$ cat src/rtl/ooo_resp_pkg.sv
// Shared widths and sizing helpers for the out-of-order read responder.
package ooo_resp_pkg;

  localparam int unsigned ID_W = 4;

  // Counter width that holds the largest latency LAT_BASE + 3*LAT_STEP.
  function automatic int unsigned cnt_width(input int unsigned lat_base,
                                            input int unsigned lat_step);
    return $clog2(lat_base + 3 * lat_step + 1);
  endfunction

endpackage

$ cat src/rtl/first_one_picker.sv
// Lowest-set-bit selector: one-hot mask, binary index and any-set flag.
module first_one_picker #(
  parameter  int unsigned WIDTH = 16,
  localparam int unsigned IDX_W = $clog2(WIDTH)
) (
  input  logic [WIDTH-1:0] req,
  output logic [WIDTH-1:0] onehot_c,
  output logic [IDX_W-1:0] idx_c,
  output logic             any_c
);

  assign onehot_c = req & (~req + WIDTH'(1));
  assign any_c    = |req;

  // Scan from the top so the lowest set bit wins.
  always_comb begin
    idx_c = '0;
    for (int i = WIDTH - 1; i >= 0; i--) begin
      if (req[i]) idx_c = IDX_W'(i);
    end
  end

endmodule

$ cat src/rtl/ooo_read_responder.sv
// AR/R subordinate that answers reads after an ID-dependent latency;
// different IDs may overtake each other, same-ID responses stay in issue order.
module ooo_read_responder
  import ooo_resp_pkg::*;
#(
  parameter int unsigned DATA_WIDTH = 8,
  parameter int unsigned DEPTH      = 16,
  parameter int unsigned LAT_BASE   = 2,
  parameter int unsigned LAT_STEP   = 3
) (
  input  logic                  clk,
  input  logic                  rst,
  input  logic [ID_W-1:0]       s_arid_i,
  input  logic                  s_arvalid_i,
  output logic                  s_arready_o,
  output logic [DATA_WIDTH-1:0] s_rdata_o,
  output logic [ID_W-1:0]       s_rid_o,
  output logic                  s_rvalid_o,
  input  logic                  s_rready_i
);

  localparam int unsigned CNT_W = cnt_width(LAT_BASE, LAT_STEP);
  localparam int unsigned SEQ_W = DATA_WIDTH - ID_W;
  localparam int unsigned IDX_W = $clog2(DEPTH);

  typedef struct packed {
    logic                  valid;
    logic [ID_W-1:0]       id;
    logic [CNT_W-1:0]      cnt;
    logic [DATA_WIDTH-1:0] data;
    logic [DEPTH-1:0]      dep;
  } slot_t;

  slot_t            slots [DEPTH];
  logic [SEQ_W-1:0] seq;

  logic [DEPTH-1:0] valid_vec;
  logic [DEPTH-1:0] same_id_vec;
  logic [DEPTH-1:0] elig_vec;
  logic [DEPTH-1:0] free_oh;
  logic [DEPTH-1:0] elig_oh;
  logic [DEPTH-1:0] pop_oh;
  logic [IDX_W-1:0] free_idx_unused;
  logic [IDX_W-1:0] elig_idx;
  logic             free_any;
  logic             elig_any;
  logic             alloc;
  logic             load;
  logic [CNT_W-1:0] new_cnt;

  always_comb begin
    valid_vec = '0;
    for (int i = 0; i < DEPTH; i++) valid_vec[i] = slots[i].valid;
  end

  // A slot may leave only once aged out and every older same-ID slot has gone.
  always_comb begin
    same_id_vec = '0;
    elig_vec    = '0;
    for (int i = 0; i < DEPTH; i++) begin
      same_id_vec[i] = slots[i].valid && (slots[i].id == s_arid_i);
      elig_vec[i]    = slots[i].valid && (slots[i].cnt == '0) &&
                       ((slots[i].dep & valid_vec) == '0);
    end
  end

  first_one_picker #(.WIDTH(DEPTH)) u_free_pick (
    .req      (~valid_vec),
    .onehot_c (free_oh),
    .idx_c    (free_idx_unused),
    .any_c    (free_any)
  );

  first_one_picker #(.WIDTH(DEPTH)) u_elig_pick (
    .req      (elig_vec),
    .onehot_c (elig_oh),
    .idx_c    (elig_idx),
    .any_c    (elig_any)
  );

  assign s_arready_o = ~rst & free_any;
  assign alloc       = s_arvalid_i & s_arready_o;
  assign load        = ~s_rvalid_o | s_rready_i;
  assign pop_oh      = load ? elig_oh : '0;
  assign new_cnt     = CNT_W'(LAT_BASE + LAT_STEP * 32'(s_arid_i[1:0]));

  // Slot table, aging, issue counter and output register.
  always_ff @(posedge clk) begin
    if (rst) begin
      for (int i = 0; i < DEPTH; i++) slots[i] <= '0;
      seq        <= '0;
      s_rvalid_o <= 1'b0;
      s_rdata_o  <= '0;
      s_rid_o    <= '0;
    end else begin
      for (int i = 0; i < DEPTH; i++) begin
        // Dropping freed bits keeps a reused slot from blocking unrelated IDs.
        slots[i].dep <= slots[i].dep & ~pop_oh;
        if (pop_oh[i]) begin
          slots[i].valid <= 1'b0;
        end else if (slots[i].valid && (slots[i].cnt != '0)) begin
          slots[i].cnt <= slots[i].cnt - CNT_W'(1);
        end
        if (alloc && free_oh[i]) begin
          slots[i] <= '{valid: 1'b1, id: s_arid_i, cnt: new_cnt,
                        data: {seq, s_arid_i}, dep: same_id_vec & ~pop_oh};
        end
      end
      if (alloc) seq <= seq + SEQ_W'(1);
      if (load) begin
        s_rvalid_o <= elig_any;
        if (elig_any) begin
          s_rdata_o <= slots[elig_idx].data;
          s_rid_o   <= slots[elig_idx].id;
        end
      end
    end
  end

endmodule

$ cat config.mk
export PLATFORM = sky130hd
export DESIGN_NAME = ooo_read_responder
export DESIGN_NICKNAME = d
export VERILOG_FILES = /design/src/rtl/ooo_resp_pkg.sv /design/src/rtl/first_one_picker.sv /design/src/rtl/ooo_read_responder.sv
export SDC_FILE = /design/constraint.sdc
export NUM_CORES = 1
export LEC_CHECK = 0
export ABC_CLOCK_PERIOD_IN_PS = 3700
export BUFFER_PORTS_ARGS = -buffer_cell sky130_fd_sc_hd__buf_2
export CORE_AREA = 2 2 223 203
export CTS_BUF_LIST = sky130_fd_sc_hd__clkbuf_16
export CTS_CLUSTER_SIZE = 12
export DETAILED_ROUTE_END_ITERATION = 10
export DIE_AREA = 0 0 225 205
export PLACE_DENSITY = 0.81
export SLEW_MARGIN = 20
export SYNTH_ARGS = -nofsm -noshare
export SYNTH_HDL_FRONTEND = slang
export SYNTH_HIERARCHICAL = 1
export SYNTH_SLANG_ARGS = --single-unit
$ cat constraint.sdc
create_clock -name clk -period 3.7 [get_ports clk]
set_clock_uncertainty 0.2 [all_clocks]
set_input_delay 0.555 -clock clk [delete_from_list [all_inputs] [get_ports clk]]
set_output_delay 0.555 -clock clk [all_outputs]
set_load 0.05 [all_outputs]
# == After elaboration in Yosys (flattened, before gate mapping) ==
# Memory sizes are Yosys's and may differ from the RTL's. A register that Yosys moved wholly into a read port is not among the register bits.
# Index checks and enable logic that the tools add are counted.
# W data, S select, Z words.
# totals
reg_bits,5
ramBits,528
inputBits,8
mem_count,1
# mem_list
memory,words,word_bits,read_ports,rd_clocked_by_memory_dff,write_ports,line,rtl
slots,16,33,17,1,16,ooo_read_responder.sv:34,slot_t slots [DEPTH];
# classes
n_addsub,20
mul,1
n_eq_ne,16
n_mux,308
n_bitwise,172
reduce_logical,131
# op_table
operator,n
$and A16 B16 Y16,35
$mux W16,33
$logic_not A16 Y1,16
$mux W4,64
$mux W1,195
$or A1 B1 Y1,129
$mux W8,16
$logic_and A1 B1 Y1,80
$eq A4 B4 Y1,16
$logic_not A4 Y1,16
$not A16 Y16,4
$reduce_bool A4 Y1,16
$sub A4 B1 Y4 const B,16
$add A16 B1 Y16 const B,2
$reduce_or A16 Y1,2
$add A2 B4 Y4 const A,1
$add A4 B1 Y4 const B,1
$mul A2 B2 Y4 const A,1
$and A1 B1 Y1,2
$not A1 Y1,2
$reduce_and A2 Y1,1

# == Logic depth before layout (Yosys ltp) ==
# An unclocked memory read counts as a cell.
# logic_depth
word_depth,20
depth_mapped,16
ltp_nobuf,13

# == Cells and area by module ==
# The synthesis kept the hierarchy.
# by_module_without_submodules
mod,n_inst,cells_each,area_each_um2,seq_area_each_um2
ooo_read_responder,1,1990,23257.3,14033.5
first_one_picker,2,52,344.1,0.0

# == Worst setup path after synthesis ==
# Ideal clock, no wire load.
# synth_path
path_type,flip-flop to flip-flop
from,memory slots[3][32] (netlist bit)
to,register s_rdata_o[4] (read register of slots)
t_arrival_ns,3.472
required_time_ns,3.373
path_slack_ns,-0.099
path_stages_with_launch,17
n_path_buf,4
path_cell_list,edfxtp_1 > clkbuf_1 > buf_1 > inv_1 > a211oi_1 > nand2_1 > nor3_1 > inv_1 > a21oi_1 > nor2_1 > o2bb2ai_1 > buf_2 > buf_2 > mux4_2 > mux2i_1 > a2bb2oi_1 > o21ai_0
# synth_lines
item,line,rtl
start: declaration,ooo_read_responder.sv:34,
end: declaration,ooo_read_responder.sv:16,"output logic [DATA_WIDTH-1:0] s_rdata_o,"

==> impl_metrics.yaml <==
timing:
  post-route-period-util: 1.028
  slew_viol_final: 0
  slew_headroom: 0.3199
  period_minus_slack_ns: 3.805
  fmax_ghz: 0.2628
  worst_slack_ns: -0.1052
  setup_viol: 10
  finalHoldViolCount: 0
  max_slew.worst_pin.slew_ns: 1.020
  rsz0062_at_grt: "yes"
power_and_ir_drop:
  ir_drop_uv: 471.0
  cellPowerDensity_nw_per_um2: 442.1
  p_leak_uw: 0.01126
  switching_power_uw: 3333
  switching_share: 0.2605
  p_int_uw: 9459
  pwr-share-seq: 0.511
  clockPowerShare: 0.363
  comb_power_share: 0.126
global_route:
  grtUsageMet3: 0.07143
  gr-total-overflow: 0
  grtUsageMet2: 0.5259
  top_usage_layer: "met2"
  grt_pass1_wl_mm: 116.5
  track_usage: 0.3392
  grt_max_degree: 49
  antenna_found_initial: 2
  use_met1: 0.4457
  grt_pass1_vias: 19230
placed_design:
  gp_congestion: 0.9636
  placed_area_sq_um: 26800
  io_buffers: 21
  placed_cells: 2927
  dp_hpwl_mm: 52.53
run_status:
  outcome: "complete, but fails checks"
  failed_checks: "negative setup slack"
cells_and_area:
  fillers: 2980
  layout-drive-gt1-share: 0.1913
  fin_area_sq_um: 28930
  stdcell_count: 3046
  nets: 2473
  synthToLayoutAreaGrowth_pct: 21.35
synth:
  synthCells: 2077
  syn_area_sq_um: 23840
  synth_area_per_cell_sq_um: 11.48
  yosys_warnings: 6
critical_path:
  path_class: "flip-flop to flip-flop"
  cp-end-kind: "flip-flop"
  startpoint_type: "flip-flop"
  arrival_ns: 4.08
  cp_data_required_time_ns: 3.98
  worstPathMaxFanout: 6
floorplan:
  chipWidth_um: 225
  io_pins: 22
  core_sq_um: 43750
  rows: 73
  die_area_sq_um: 46130
  start_util: 0.5450
  fp.dieH_um: 205
routing:
  drt-total-wl_mm: 79.03
  via_count: 19990
  ant_nets: 0
  drc: 0
  wl_per_cell_um: 25.95
  drt_iter0_markers: 3288
  via_per_inst: 6.561
  firstDrtPassIters: 7
run:
  cap_violations: 0
clocking:
  clock-root-buffer: "clkbuf_16"
  cts-htree-levels: 2
  cts_tree: "yes"
  clk_latency_ns: 0.61
  cts_buffers: 50
  path_clk_slew_ns: 0.06
  ctsLongestPathBuffers: 3
  cts_hold_buf: 0
  cts.sinks: 477
hold_path:
  worstHoldPathType: "flip-flop to flip-flop"
[power groups by stage]
stage | clock network (uW) | registers [uW] | logic [uW]
finish | 4640 | 6540 | 1610
detailed placement | 0 | 6620 | 1440
global placement | 0 | 6600 | 1380
global route | 4830 | 6560 | 1700
floorplan | 0 | 6550 | 911
CTS | 4630 | 6520 | 1490
[metal layers]
layer,vias up,wire (um)
li1,8405,-
met1,9500,27230
met2,1693,35630
met3,387,11270
met4,0,4895
met5,-,0
[flip-flops by register name, summed over array words and instances (netlist names)]
| name | flops |
|---|---|
| s_rvalid_o | 1 |
| s_rdata_o | 4 |
| s_rid_o | 4 |
| slots | 464 |
| seq | 4 |
[layout make-up]
class	instances	area (sq um)	area share
Clock buffer	51	1276	0.04411
Clock inverter	38	181.4	0.006270
Timing Repair Buffer	254	2366	0.08177
Tap cell	562	703.2	0.02430
Sequential cell	477	14030	0.4850
Antenna cell	1	2.502	0.00008649
Multi-Input combinational cell	1582	10060	0.3478
Inverter	81	309.0	0.01068
[worst max-delay path, cell delays in order (launching register included)]
cell,delay (ns)
edfxtp_1,0.43
buf_12,0.17
a22o_1,0.24
a221oi_4,0.23
nand4_1,0.26
nor3_2,0.26
buf_4,0.17
inv_1,0.08
a21oi_2,0.13
nor2_2,0.07
o2bb2ai_4,0.28
buf_12,0.17
mux4_2,0.53
mux2i_2,0.21
a2bb2oi_2,0.18
o21ai_1,0.08
[per-stage QoR]
step / hold slack [ns] / TNS (ns) / power, uW / util / setup slack [ns]
floorplan: 0.2439 / 0 / 7460 / - / 0.006056
global placement: 0.2547 / -3.383 / 7976 / 0.6125 / -0.2338
detailed placement: 0.2571 / -6.176 / 8063 / 0.6125 / -0.3757
CTS: 0.2380 / -0.004236 / 12640 / 0.6510 / -0.004236
global route: 0.3014 / -1.368 / 13090 / 0.6613 / -0.1446
finish: 0.2788 / -0.6190 / 12790 / 0.6613 / -0.1052
[placed cells by master, fill, tap and decap left out, types with 6 or more instances in the layout]
cell and instances:
a31o_2 8, buf_2 21, a22o_1 48, xnor2_1 38, xor2_1 61, a211oi_1 15
nand3_1 269, nor3_2 9, nor3_1 27, a221oi_1 16, o21ai_2 10, dfxtp_1 29
clkbuf_16 52, buf_4 183, o21ai_0 251, buf_6 13, a21oi_2 16, o31ai_1 11
ha_1 19, nor2b_1 11, mux2i_1 10, mux4_2 32, nand2_1 106, and2_1 15
inv_1 91, and3_1 48, a221oi_2 13, nor2_1 71, or3_1 14, clkinv_1 17
o22ai_1 22, edfxtp_1 448, nor4_1 13, conb_1 240, nand4_1 24, and3_2 6
a22oi_1 48, buf_12 35, o21ai_1 16
[path summary, 6_finish.rpt]
check	startpoint	to	slack [ns]	cells after the start
worst max register to register	slots[10][32]$_SDFFCE_PP0P_	s_rid_o[1]$_SDFFE_PP0P_	-0.11	15
worst min register to register	slots[9][7]$_DFF_P_	slots[9][7]$_DFF_P_	0.28	2
worst min-delay path	slots[9][7]$_DFF_P_	slots[9][7]$_DFF_P_	0.28	2
worst max-delay path	slots[10][32]$_SDFFCE_PP0P_	s_rid_o[1]$_SDFFE_PP0P_	-0.11	15
[repair_timing]
item                       4_1_cts  5_1_grt
gates cloned                     1        1
setup endpoints to repair       31      208
pin swaps                       13       28
setup buffers                    8       19
resized for setup               39       66
Power figures use the tool's default switching activity.
